[src/rtl/cp0_pkg.sv]
// cp0_pkg: shared constants for the coprocessor-0 slice.
// Register indices, exception codes and SR/Cause field positions.
package cp0_pkg;

  localparam logic [4:0] REG_BADVADDR = 5'd8;
  localparam logic [4:0] REG_COUNT    = 5'd9;
  localparam logic [4:0] REG_COMPARE  = 5'd11;
  localparam logic [4:0] REG_SR       = 5'd12;
  localparam logic [4:0] REG_CAUSE    = 5'd13;
  localparam logic [4:0] REG_EPC      = 5'd14;
  localparam logic [4:0] REG_PRID     = 5'd15;

  localparam logic [4:0] EXC_INT  = 5'd0;
  localparam logic [4:0] EXC_ADEL = 5'd4;
  localparam logic [4:0] EXC_ADES = 5'd5;
  localparam logic [4:0] EXC_RI   = 5'd10;
  localparam logic [4:0] EXC_OV   = 5'd12;

  localparam int SR_IE        = 0;
  localparam int SR_EXL       = 1;
  localparam int SR_IM_LO     = 10;
  localparam int CAUSE_EXC_LO = 2;
  localparam int CAUSE_IP_LO  = 10;
  localparam int CAUSE_TI     = 30;
  localparam int CAUSE_BD     = 31;

  function automatic logic is_addr_err(
    input logic [4:0] code
  );
    return (code == EXC_ADEL) || (code == EXC_ADES);
  endfunction

endpackage

[src/rtl/cp0_if.sv]
// cp0_if: pipeline-side bundle of the coprocessor-0.
// master = pipeline, slave = cp0_unit.
interface cp0_if #(
  parameter int NUM_HWINT = 6
);
  logic [4:0]           rd_addr;
  logic [4:0]           wr_addr;
  logic [31:0]          wr_data;
  logic                 we;
  logic [31:0]          exc_pc;
  logic                 exc_bd;
  logic [4:0]           exc_code;
  logic [31:0]          exc_badvaddr;
  logic [NUM_HWINT-1:0] hw_int;
  logic                 eret;
  logic                 int_req;
  logic [31:0]          epc;
  logic [31:0]          rd_data;
  logic                 timer_irq;

  modport master (
    output rd_addr, wr_addr, wr_data, we,
    output exc_pc, exc_bd, exc_code,
    output exc_badvaddr, hw_int, eret,
    input  int_req, epc, rd_data, timer_irq
  );

  modport slave (
    input  rd_addr, wr_addr, wr_data, we,
    input  exc_pc, exc_bd, exc_code,
    input  exc_badvaddr, hw_int, eret,
    output int_req, epc, rd_data, timer_irq
  );
endinterface

[src/rtl/cp0_timer.sv]
// cp0_timer: free-running Count, Compare and the TI latch.
// A Compare write clears TI even when Count matches that cycle.
module cp0_timer (
  input  logic        clk,
  input  logic        reset,
  input  logic        we_count_i,
  input  logic        we_compare_i,
  input  logic [31:0] wr_data_i,
  output logic [31:0] count_o,
  output logic [31:0] compare_o,
  output logic        ti_o
);
  logic [31:0] count_q, count_d;
  logic [31:0] compare_q, compare_d;
  logic        ti_q, ti_d;

  // next state: writes beat increment, compare write beats match
  always_comb begin
    count_d   = we_count_i ? wr_data_i : count_q + 32'd1;
    compare_d = we_compare_i ? wr_data_i : compare_q;
    ti_d      = ti_q | (count_q == compare_q);
    if (we_compare_i) ti_d = 1'b0;
  end

  // timer state registers
  always_ff @(posedge clk) begin
    if (reset) begin
      count_q   <= '0;
      compare_q <= '1;
      ti_q      <= 1'b0;
    end else begin
      count_q   <= count_d;
      compare_q <= compare_d;
      ti_q      <= ti_d;
    end
  end

  assign count_o   = count_q;
  assign compare_o = compare_q;
  assign ti_o      = ti_q;
endmodule

[src/rtl/cp0_unit.sv]
// cp0_unit: SR/Cause/EPC/BadVAddr/PRId, interrupt and exception
// arbitration, and the single take request to the M stage.
module cp0_unit #(
  parameter int          NUM_HWINT  = 6,
  parameter bit          TIMER_EN   = 1'b1,
  parameter logic [31:0] PRID_VALUE = 32'h1234_5678
) (
  input logic clk,
  input logic reset,
  cp0_if.slave cp0
);
  import cp0_pkg::*;

  logic        ie_q, ie_d;
  logic        exl_q, exl_d;
  logic        bd_q, bd_d;
  logic [5:0]  im_q, im_d;
  logic [5:0]  ip_q, ip_d;
  logic [4:0]  code_q, code_d;
  logic [31:0] epc_q, epc_d;
  logic [31:0] bva_q, bva_d;

  logic [5:0]  hw_pad, ip_next;
  logic        irq, exc, take, wr_en, ti;
  logic [31:0] count, compare, sr, cause, rd;

  if (TIMER_EN) begin : g_timer
    cp0_timer u_timer (
      .clk          (clk),
      .reset        (reset),
      .we_count_i   (wr_en && cp0.wr_addr == REG_COUNT),
      .we_compare_i (wr_en && cp0.wr_addr == REG_COMPARE),
      .wr_data_i    (cp0.wr_data),
      .count_o      (count),
      .compare_o    (compare),
      .ti_o         (ti)
    );
  end else begin : g_no_timer
    assign count   = '0;
    assign compare = '0;
    assign ti      = 1'b0;
  end

  // pending vector and take arbitration
  always_comb begin
    hw_pad = '0;
    hw_pad[NUM_HWINT-1:0] = cp0.hw_int;
    ip_next = hw_pad;
    ip_next[5] = hw_pad[5] | ti;
    irq = (|(ip_next & im_q)) & ie_q & ~exl_q;
    exc = (cp0.exc_code != EXC_INT) & ~exl_q;
    take = irq | exc;
    wr_en = cp0.we & ~take;
  end

  // next state: a take flushes any mtc0/eret alongside it
  always_comb begin
    ie_d   = ie_q;
    exl_d  = exl_q;
    bd_d   = bd_q;
    im_d   = im_q;
    ip_d   = ip_next;
    code_d = code_q;
    epc_d  = epc_q;
    bva_d  = bva_q;
    if (take) begin
      exl_d  = 1'b1;
      code_d = irq ? EXC_INT : cp0.exc_code;
      bd_d   = cp0.exc_bd;
      epc_d  = {cp0.exc_pc[31:2], 2'b00}
             - (cp0.exc_bd ? 32'd4 : 32'd0);
      if (!irq && is_addr_err(cp0.exc_code))
        bva_d = cp0.exc_badvaddr;
    end else begin
      if (wr_en && cp0.wr_addr == REG_SR) begin
        im_d  = cp0.wr_data[SR_IM_LO +: 6];
        exl_d = cp0.wr_data[SR_EXL];
        ie_d  = cp0.wr_data[SR_IE];
      end
      if (wr_en && cp0.wr_addr == REG_EPC)
        epc_d = cp0.wr_data;
      if (cp0.eret) begin
        exl_d = 1'b0;
        bd_d  = 1'b0;
      end
    end
  end

  // architectural register state
  always_ff @(posedge clk) begin
    if (reset) begin
      ie_q   <= 1'b0;
      exl_q  <= 1'b0;
      bd_q   <= 1'b0;
      im_q   <= '0;
      ip_q   <= '0;
      code_q <= '0;
      epc_q  <= '0;
      bva_q  <= '0;
    end else begin
      ie_q   <= ie_d;
      exl_q  <= exl_d;
      bd_q   <= bd_d;
      im_q   <= im_d;
      ip_q   <= ip_d;
      code_q <= code_d;
      epc_q  <= epc_d;
      bva_q  <= bva_d;
    end
  end

  // SR/Cause images and mfc0 read mux
  always_comb begin
    sr = '0;
    sr[SR_IM_LO +: 6] = im_q;
    sr[SR_EXL] = exl_q;
    sr[SR_IE]  = ie_q;
    cause = '0;
    cause[CAUSE_BD] = bd_q;
    cause[CAUSE_TI] = ti;
    cause[CAUSE_IP_LO +: 6]  = ip_q;
    cause[CAUSE_EXC_LO +: 5] = code_q;
    rd = '0;
    unique case (1'b1)
      cp0.rd_addr == REG_BADVADDR: rd = bva_q;
      cp0.rd_addr == REG_COUNT:    rd = count;
      cp0.rd_addr == REG_COMPARE:  rd = compare;
      cp0.rd_addr == REG_SR:       rd = sr;
      cp0.rd_addr == REG_CAUSE:    rd = cause;
      cp0.rd_addr == REG_EPC:      rd = epc_q;
      cp0.rd_addr == REG_PRID:     rd = PRID_VALUE;
      default:                     rd = '0;
    endcase
  end

  assign cp0.int_req   = take & ~reset;
  assign cp0.epc       = reset ? '0 : epc_q;
  assign cp0.timer_irq = ti & ~reset;
  assign cp0.rd_data   = rd;
endmodule

[src/flat_wrapper.sv]
// flat-port wrapper written by rule: the top's interface ports become plain ports
module cp0_unit_flat import cp0_pkg::*;
#(
  parameter int          NUM_HWINT  = 6,
  parameter bit          TIMER_EN   = 1'b1,
  parameter logic [31:0] PRID_VALUE = 32'h1234_5678
)
  (clk, reset, cp0_rd_addr, cp0_wr_addr, cp0_wr_data, cp0_we, cp0_exc_pc, cp0_exc_bd, cp0_exc_code, cp0_exc_badvaddr, cp0_hw_int, cp0_eret, cp0_int_req, cp0_epc, cp0_rd_data, cp0_timer_irq);
  cp0_if #(.NUM_HWINT(NUM_HWINT)) cp0_i ();
  input logic clk;
  input logic reset;
  input wire logic [$bits(cp0_i.rd_addr)-1:0] cp0_rd_addr;
  input wire logic [$bits(cp0_i.wr_addr)-1:0] cp0_wr_addr;
  input wire logic [$bits(cp0_i.wr_data)-1:0] cp0_wr_data;
  input wire logic [$bits(cp0_i.we)-1:0] cp0_we;
  input wire logic [$bits(cp0_i.exc_pc)-1:0] cp0_exc_pc;
  input wire logic [$bits(cp0_i.exc_bd)-1:0] cp0_exc_bd;
  input wire logic [$bits(cp0_i.exc_code)-1:0] cp0_exc_code;
  input wire logic [$bits(cp0_i.exc_badvaddr)-1:0] cp0_exc_badvaddr;
  input wire logic [$bits(cp0_i.hw_int)-1:0] cp0_hw_int;
  input wire logic [$bits(cp0_i.eret)-1:0] cp0_eret;
  output wire logic [$bits(cp0_i.int_req)-1:0] cp0_int_req;
  output wire logic [$bits(cp0_i.epc)-1:0] cp0_epc;
  output wire logic [$bits(cp0_i.rd_data)-1:0] cp0_rd_data;
  output wire logic [$bits(cp0_i.timer_irq)-1:0] cp0_timer_irq;
  assign cp0_i.rd_addr = cp0_rd_addr;
  assign cp0_i.wr_addr = cp0_wr_addr;
  assign cp0_i.wr_data = cp0_wr_data;
  assign cp0_i.we = cp0_we;
  assign cp0_i.exc_pc = cp0_exc_pc;
  assign cp0_i.exc_bd = cp0_exc_bd;
  assign cp0_i.exc_code = cp0_exc_code;
  assign cp0_i.exc_badvaddr = cp0_exc_badvaddr;
  assign cp0_i.hw_int = cp0_hw_int;
  assign cp0_i.eret = cp0_eret;
  assign cp0_int_req = cp0_i.int_req;
  assign cp0_epc = cp0_i.epc;
  assign cp0_rd_data = cp0_i.rd_data;
  assign cp0_timer_irq = cp0_i.timer_irq;
  cp0_unit #(.NUM_HWINT(NUM_HWINT), .TIMER_EN(TIMER_EN), .PRID_VALUE(PRID_VALUE)) u_core (.clk(clk), .reset(reset), .cp0(cp0_i));
endmodule
[config.mk]
export PLATFORM = sky130hd
export DESIGN_NAME = cp0_unit_flat
export DESIGN_NICKNAME = d
export VERILOG_FILES = /design/src/rtl/cp0_pkg.sv /design/src/rtl/cp0_if.sv /design/src/rtl/cp0_timer.sv /design/src/rtl/cp0_unit.sv /design/src/flat_wrapper.sv
export SDC_FILE = /design/constraint.sdc
export NUM_CORES = 1
export LEC_CHECK = 0
export ABC_AREA = 1
export CAP_MARGIN = 20
export CORE_ASPECT_RATIO = 0.9
export CORE_MARGIN = 2
export CORE_UTILIZATION = 35
export CTS_BUF_LIST = sky130_fd_sc_hd__clkbuf_8
export CTS_CLUSTER_SIZE = 14
export DETAILED_ROUTE_END_ITERATION = 10
export PLACE_DENSITY = 0.68
export SLEW_MARGIN = 30
export SYNTH_ARGS = -nofsm -noshare
export SYNTH_HDL_FRONTEND = slang
export SYNTH_SLANG_ARGS = --single-unit
[constraint.sdc]
create_clock -name clk -period 3.7 [get_ports clk]
set_clock_uncertainty 0.1 [all_clocks]
set_input_delay 0.555 -clock clk [delete_from_list [all_inputs] [get_ports clk]]
set_output_delay 0.555 -clock clk [all_outputs]
set_load 0.01 [all_outputs]
## Word level (Yosys, flattened, before mapping)

Index checks and enable logic that the tools add are counted.

| word-level totals | value |
|---|---|
| flip-flop bits (word level) | 149 |
| output and inout bits | 66 |
| word-level logic and storage cells | 67 |

| operators by class | value |
|---|---|
| $add $sub $neg | 2 |
| equal/unequal tests | 14 |
| mux-type cells | 12 |
| bitwise operators | 13 |
| reductions and logical operators | 15 |

Operator list:

| operator | number |
|---|---|
| one-hot mux 32 bit (7 select lines) | 1 |
| 2-to-1 mux 32 bit | 4 |
| equality test 5 x 4 -> 1 bit, second input constant | 11 |
| adder 32 x 1 -> 32 bit, second input constant | 1 |
| equality test 32 bit | 1 |
| subtractor 32 bit | 1 |
| equality test 5 x 3 -> 1 bit, second input constant | 2 |
| AND 1 bit | 6 |
| AND 6 bit | 1 |
| OR reduction 6 bit | 1 |
| logical AND 1 bit | 5 |
| 2-to-1 mux 1 bit | 5 |
| 2-to-1 mux 5 bit | 1 |
| nonzero test 5 bit | 1 |
| AND reduction 2 bit | 2 |
| nonzero test 2 bit | 2 |
| 2-to-1 mux 3 bit | 1 |
| inverter 1 bit | 3 |
| OR 1 bit | 3 |
| nonzero test 3 bit | 1 |
| OR reduction 2 bit | 1 |
| zero test 1 bit | 1 |
| logical OR 1 bit | 1 |

## Longest topological paths before layout

Gate-level depths: netlist of run 1.

| logic depth | value |
|---|---|
| depth after elaboration | 12 |
| mapped depth | 13 |
| mapped depth without buffers | 13 |

## Hierarchy

From an unflattened synthesis of run 1, not the netlist that was laid out.

| second synthesis, totals | value |
|---|---|
| cells, all modules | 1535 |
| area, all modules | 9406.5 um^2 |

By module, submodules not included:

| module | times used | cells each | area each (um^2) | sequential area each (um^2) |
|---|---|---|---|---|
| cp0_unit | 1 | 936 | 5657.9 | 1681.6 |
| cp0_timer | 1 | 599 | 3748.6 | 1301.2 |

## Least setup slack after synthesis of run 1

No wires, ideal clock.

| path | value |
|---|---|
| kind | input-to-output |
| from | input port cp0_rd_addr[4] |
| to | output port cp0_rd_data[12] |
| arrival | 1717 ps |
| required time | 3045 ps |
| setup slack | 1328 ps |
| stages on the path | 10 |
| cell sequence | inv_1 -> nand2_1 -> nor2_1 -> nand3_1 -> clkinv_1 -> clkbuf_1 -> nand2_1 -> nand2_1 -> a21oi_1 -> nand3_1 |

| between the ends | value |
|---|---|
| cells in the longest elaborated chain, start to end | 2 |
| elaborated cells on any way between the ends | 8 |

RTL lines:

| item | line | RTL |
|---|---|---|
| from (decl) | flat_wrapper.sv:12 | `input wire logic [$bits(cp0_i.rd_addr)-1:0] cp0_rd_addr;` |
| equality test 5 x 4 -> 1 bit (tied with other cells) | cp0_unit.sv:131 | `cp0.rd_addr == REG_PRID: rd = PRID_VALUE;` |
| one-hot mux 32 bit (7 select lines) * | cp0_unit.sv:124 | `unique case (1'b1)` |
| to (decl) | flat_wrapper.sv:24 | `output wire logic [$bits(cp0_i.rd_data)-1:0] cp0_rd_data;` |

Every way passes the cells marked *; elsewhere a longest branch is shown, timed or not.

## Worst setup path after layout of run 1

| path | value |
|---|---|
| from | input port cp0_rd_addr[0] |
| to | output port cp0_rd_data[15] |

The elaborated chain is that of the path after synthesis.

==> reports/metrics.csv, run 1 <==
metric,value,unit
fill count,2740,
Hold Slack,372.2,ps
Max stage delay on crit path,600,ps
Worst Tran Pin Value,894.5,ps
syn nets,1697,
CP Launch Type,input pin,
CTS tree,built,
initial DRC count,1321,
worst min-delay path endpoint,u_core.bva_q[19]$_SDFFE_PP0P_,
first-pass GRT wire length,57670,µm
share of layout cells above drive strength 1,0.04724,
ys async rst share,0,
main area contributors after synthesis,"dfxtp_1 32%, nand2_1 20%, nand3_1 10%, nor2_1 9.2%, inv_1 7.3%",
power density over the cells,313.6,mW/mm²
yosys warns,0,
Hold Path Class,reg -> reg,
dpl hpwl,30510,µm
post-synthesis sequential area ratio,0.3211,
"Slowest-stage cell, CP",clkdlybuf4s50_1,
crit path cell chain,clkdlybuf4s50_1 > buf_4 > nor2_1 > nand2_1 > inv_1 > buf_4 > a21oi_1 > o2111ai_1 > clkdlybuf4s50_1,
postcts setup bufs,0,
CTS Buf Count,17,
# resized after CTS,0,
Ports,188,
mapped cell area,0.009289,mm²
hold_buf cts,0,
Most used DFF post-synth,dfxtp_1,
vias in the first global route,10190,
core area,0.02607,mm²
Crit Path Max Fanout,22,
Avg Inst Size Synth,5.909,µm²
hold path startpoint,u_core.bva_q[19]$_SDFFE_PP0P_,
GRT overflow,0,
worst reg2reg path depth,9,
stages on the worst setup path,9,
worst slack at placement,270.5,ps
Final Instance Area,0.01204,mm²
Routed Antenna Nets,0,
# setup viols final,0,
"most common cell after layout, fill and taps aside",nand2_1,
all-layer global routing usage,0.2731,
Max H-tree Level,4,
drc violations,0,
fin crit period,3457,ps
antenna cells,0,
Post-synth EDFFs,0,
Max-Cap Viols,0,
initial antenna violation count,2,
DR WL/cell,18.30,µm
#FFs+latches synth,149,
Setup Total Neg Slack,0,ps
root buf cell,clkbuf_8,
Highest Clock Rate,289.3,MHz
count of cell types in the netlist,32,
"commonest cells after routing, fill and taps aside","492 x nand2_1, 225 x nor2_1, 189 x nand3_1, 184 x clkdlybuf4s50_1, 180 x inv_1",
final hold vios,0,
Worst path top cell family by delay,buffers and inverters,
critical path data required time,3040,ps
Worst R2R Start,u_core.g_timer.u_timer.count_o[0]$_SDFF_PP0_,
flop-to-flop setup slack,1080,ps
Post-Syn Instances,1572,
r2r endpoint,u_core.g_timer.u_timer.count_o[16]$_SDFF_PP0_,
Max transition margin,0.3991,
P_leak,5.086,nW
total power,3.775,mW
die width,175.7,µm
RSZ-0062 raised after global routing,no,
VDD IR-drop max,198.2,µV
Crit Path Class,in -> out,
PnR worst setup slack,243.0,ps
Final Cycle Share,0.9343,
number of vias per cell,5.195,
nets@finish,1869,
dominant cell type by area after synthesis,dfxtp_1,
Routed WL,38510,µm
outcome,finished clean,
later-pin clock latency in the skew report,470,ps
largest net degree at the start of global routing,45,
top cell type's share of synthesized area,0.3211,
Layout area overhead,29.59,%
# rows,56,
CP arrival,2800,ps
Longest Clk Path Bufs,2,
CTS clock-pin slew for the worst setup and hold paths,80,ps
Sink Count,149,
Die Y-Extent,158.6,µm
Initial Util,0.3564,
total die area,0.02786,mm²
Buf/Inv on CP,5,
Hold Crit Depth,2,
Max Slew Vio Count,0,
gpl congestion,0.9662,
# port buffers,185,
Vias,10940,
drt first pass iters,8,
dpl cell area,0.01158,mm²
Crit. End Element,primary output,
## area by class of cell
cell class	instances	area (µm²)	area share
clock buffers	17	234.0	0.01944
clock inverters	15	192.7	0.01601
inverters	183	686.9	0.05706
multi-input cells	1170	5341	0.4437
flip-flops and latches	149	2983	0.2478
well taps	348	435.4	0.03617
repair buffers	223	2165	0.1798
## sequential cells by signal (all words and copies together), names as in the netlist
register,flops
u_core.bd_q,1
u_core.bva_q,32
u_core.code_q,5
u_core.epc_q,32
u_core.exl_q,1
u_core.g_timer.u_timer.compare_o,32
u_core.g_timer.u_timer.count_o,32
u_core.g_timer.u_timer.ti_o,1
u_core.ie_q,1
u_core.im_q,6
u_core.ip_q,6
## how the worst max path moves through the flow
stage              startpoint              end  slack [ps]
6_report       cp0_rd_addr[0]  cp0_rd_data[15]         240
5_1_grt        cp0_rd_addr[0]   cp0_rd_data[0]         130
4_1_cts        cp0_rd_addr[0]  cp0_rd_data[31]         270
3_5_place_dp   cp0_rd_addr[0]  cp0_rd_data[31]         270
3_3_place_gp   cp0_rd_addr[0]  cp0_rd_data[15]         280
2_1_floorplan  cp0_rd_addr[4]  cp0_rd_data[12]        1330
## synth_stat cells, types with 17 or more instances
library cell  count
nor2_1          227
buf_2            17
o21ai_0          46
dfxtp_1         149
nor3_1           25
clkbuf_1         47
inv_1           180
a21oi_1          71
o22ai_1          18
xor2_1           32
nand3_1         189
nand2_1         492
## per-stage QoR
step / utilization / instances
6_report: 0.4618 / 2105
3_5_place_dp: 0.4444 / 2072
4_1_cts: 0.4608 / 2104
2_1_floorplan: - / 1572
5_1_grt: 0.4618 / 2105
3_3_place_gp: 0.4444 / 2072
## cell families (layout without fill, tap and decap cells)
logic type               count (synthesis)  in the layout  synth area share
adder cells (fa/ha/maj)                  3              3          0.004041
AO/OA/AOI/OAI                          163            163            0.1001
XOR/XNOR                                44             44           0.04149
buffers and inverters                  253            438            0.1061
flip-flops                             149            149            0.3211
AND/OR/NAND/NOR                        960            960            0.4271
## tightest hold or removal path, cell delays in order (launching register included)
cell,delay (ps)
dfxtp_1,320
nand2_1,60
a21oi_1,50
## power by group
group	internal [mW]	total, mW	switching, mW
Combinational	0.280	0.678	0.398
Sequential	1.66	1.69	0.0294
Clock	0.686	1.41	0.726
## layer usage
metal	vias to the layer above	routed length, µm	GRT usage	part of all wire
met5	-	0	0	0
met4	0	1558	0.1177	0.040
met3	78	3316	0.04370	0.086
met2	541	16810	0.4323	0.44
met1	4991	16820	0.3694	0.44
li1	5325	-	-	-
Power figures use the tool's default switching activity.
==> run 2: changes to the inputs <==
--- a/config.mk
+++ b/config.mk
@@ -7,13 +7,13 @@
 export LEC_CHECK = 0
 export ABC_AREA = 1
 export CAP_MARGIN = 20
-export CORE_ASPECT_RATIO = 0.9
+export CORE_ASPECT_RATIO = 2
 export CORE_MARGIN = 2
 export CORE_UTILIZATION = 35
 export CTS_BUF_LIST = sky130_fd_sc_hd__clkbuf_8
 export CTS_CLUSTER_SIZE = 14
 export DETAILED_ROUTE_END_ITERATION = 10
-export PLACE_DENSITY = 0.68
+export PLACE_DENSITY_LB_ADDON = 0.05
 export SLEW_MARGIN = 30
 export SYNTH_ARGS = -nofsm -noshare
 export SYNTH_HDL_FRONTEND = slang
==> run 2 against run 1 <==
Net effect: wire length rose by 7.0%; cell count shrank 0.29%; global-route usage is 2.4 points higher; worst setup slack lost 35 ps; sequential share of layout area about the same; final area shrank 0.10%; first-iteration DRC count is 44% lower; combinational power decreased by 3.2%.
==> reports/metrics.csv, run 2 (synthesized netlist as in run 1, its figures left out) <==
metric,value,unit,change
outcome,finished clean,,
Hold Path Class,reg -> reg,,
# rows,84,,+50%
DR WL/cell,19.64,µm,+7.3%
"commonest cells after routing, fill and taps aside","492 x nand2_1, 225 x nor2_1, 189 x nand3_1, 184 x clkdlybuf4s50_1, 181 x inv_1",,
Routed Antenna Nets,0,,unchanged
Met1 Wirelength,15870,µm,-5.7%
Routed WL,41220,µm,+7.0%
Worst Tran Pin Value,930.3,ps,+35.74 ps
Max transition margin,0.3751,,-0.02401
drc violations,0,,unchanged
first-pass GRT wire length,61340,µm,+6.4%
Highest Clock Rate,286.4,MHz,-1.0%
crit path cell chain,clkdlybuf4s50_1 > nand2_1 > nor2_1 > nand3_1 > buf_4 > o22ai_1 > a21oi_1 > o21ai_0 > clkdlybuf4s50_1,,
drt first pass iters,8,,unchanged
CP arrival,2840,ps,+40 ps
initial DRC count,739,,-44%
final hold vios,0,,unchanged
critical path data required time,3040,ps,about the same
flop-to-flop setup slack,1170,ps,+90 ps
# resized after CTS,0,,unchanged
CP Launch Type,input pin,,
"Slowest-stage cell, CP",clkdlybuf4s50_1,,
share of layout cells above drive strength 1,0.04450,,-0.002744
Vias,10550,,-3.5%
Max-Cap Viols,0,,unchanged
fin crit period,3492,ps,+34.87 ps
dpl hpwl,32910,µm,+7.9%
core area,0.02617,mm²,+0.40%
VDD IR-drop max,242.5,µV,+22%
Max H-tree Level,4,,unchanged
hold_buf cts,0,,unchanged
vias in the first global route,10490,,+2.9%
Crit Path Max Fanout,15,,-32%
Final Instance Area,0.01203,mm²,-0.10%
Crit Path Class,in -> out,,
Longest Clk Path Bufs,2,,unchanged
Sink Count,149,,unchanged
Most Frequent Cell on Critical Path,clkdlybuf4s50_1,,
worst min-delay path endpoint,u_core.bva_q[21]$_SDFFE_PP0P_,,
root buf cell,clkbuf_8,,
Worst R2R Start,u_core.g_timer.u_timer.count_o[11]$_SDFF_PP0_,,
all-layer global routing usage,0.2973,,+0.02425
met2 wire length,21320,µm,+27%
dpl cell area,0.01158,mm²,about the same
nets@finish,1866,,-0.16%
largest net degree at the start of global routing,58,,+29%
top layer used by detailed routing,met5,,
CTS clock-pin slew for the worst setup and hold paths,70,ps,about the same
gpl congestion,0.9666,,about the same
number of vias per cell,5.028,,-3.2%
Max Slew Vio Count,0,,unchanged
Final Cycle Share,0.9438,,+0.009424
total die area,0.02794,mm²,+0.28%
P_leak,5.095,nW,+0.18%
GRT overflow,0,,unchanged
Die Y-Extent,234.4,µm,+48%
# setup viols final,0,,unchanged
Hold Crit Depth,2,,unchanged
worst reg2reg path depth,11,,+2
CTS tree,built,,
postcts setup bufs,0,,unchanged
Initial Util,0.3549,,-0.001431
met3 WL,1718,µm,-48%
Ports,188,,unchanged
die width,119.2,µm,-32%
later-pin clock latency in the skew report,490,ps,+20 ps
power density over the cells,315.4,mW/mm²,+0.58%
CTS Buf Count,17,,unchanged
Setup Total Neg Slack,0,ps,unchanged
Max stage delay on crit path,610,ps,about the same
Layout area overhead,29.46,%,
RSZ-0062 raised after global routing,no,,
hold path startpoint,u_core.bva_q[21]$_SDFFE_PP0P_,,
r2r endpoint,u_core.g_timer.u_timer.count_o[29]$_SDFF_PP0_,,
Crit. End Element,primary output,,
"most common cell after layout, fill and taps aside",nand2_1,,
initial antenna violation count,5,,+3
# port buffers,185,,unchanged
-- run 2: cell count changes in the layout (fill, tap and decap cells not counted), moves of 2 or more --
cell,delta
inv_8,-2
inv_6,-5
clkinvlp_4,-3
clkbuf_8,+4
buf_4,-2
diode_2,+2
clkinv_2,+3
-- run 2: worst max-delay path by stage --
stage	startpoint	endpoint	slack [ps]
3_3_place_gp	cp0_rd_addr[4]	cp0_rd_data[19]	250
3_5_place_dp	cp0_rd_addr[3]	cp0_rd_data[19]	260
4_1_cts	cp0_rd_addr[3]	cp0_rd_data[19]	240
2_1_floorplan	cp0_rd_addr[4]	cp0_rd_data[12]	1330
6_report	cp0_rd_addr[3]	cp0_rd_data[19]	210
5_1_grt	cp0_rd_addr[3]	cp0_rd_data[19]	80
-- run 2: metrics by stage --
| step | instances | total power [mW] | util | setup WS [ps] | hold WS [ps] |
|---|---|---|---|---|---|
| floorplan | 1572 | 2.012 | - | 1328 | 341.0 |
| global placement | 2066 | 2.371 | 0.4424 | 254.0 | 348.6 |
| detailed placement | 2066 | 2.373 | 0.4424 | 256.0 | 353.6 |
| CTS | 2097 | 3.829 | 0.4593 | 242.2 | 364.0 |
| global route | 2099 | 3.951 | 0.4595 | 83.81 | 383.7 |
| finish | 2099 | 3.793 | 0.4595 | 208.1 | 362.8 |
-- run 2: metal layers --
layer | up-vias | GRT usage
li1 | 5324 | -
met1 | 4810 | 0.3270
met2 | 334 | 0.5422
met3 | 82 | 0.04499
met4 | 4 | 0.1644
met5 | - | 0
-- run 2: cell type report --
| cell class | count | area [µm²] |
|---|---|---|
| diodes | 2 | 5.005 |
| clock buffers | 21 | 289.0 |
| clock inverters | 10 | 152.6 |
| fillers | 2849 | 14140 |
| inverters | 183 | 686.9 |
| multi-input cells | 1170 | 5341 |
| flip-flops and latches | 149 | 2983 |
| well taps | 344 | 430.4 |
| repair buffers | 220 | 2137 |
-- run 2: power breakdown --
group	leakage [nW]	total (mW)	internal (mW)	switching [mW]
Combinational	3.65	0.656	0.274	0.382
Sequential	1.21	1.68	1.66	0.0279
Clock	0.233	1.45	0.797	0.657
-- run 2: critical path: cells and delay by family --
| family | cells | cell delay (ps) |
|---|---|---|
| AOI/OAI and AO/OA | 3 | 480 |
| and+or+nand+nor | 3 | 400 |
| buffers and inverters | 3 | 1390 |
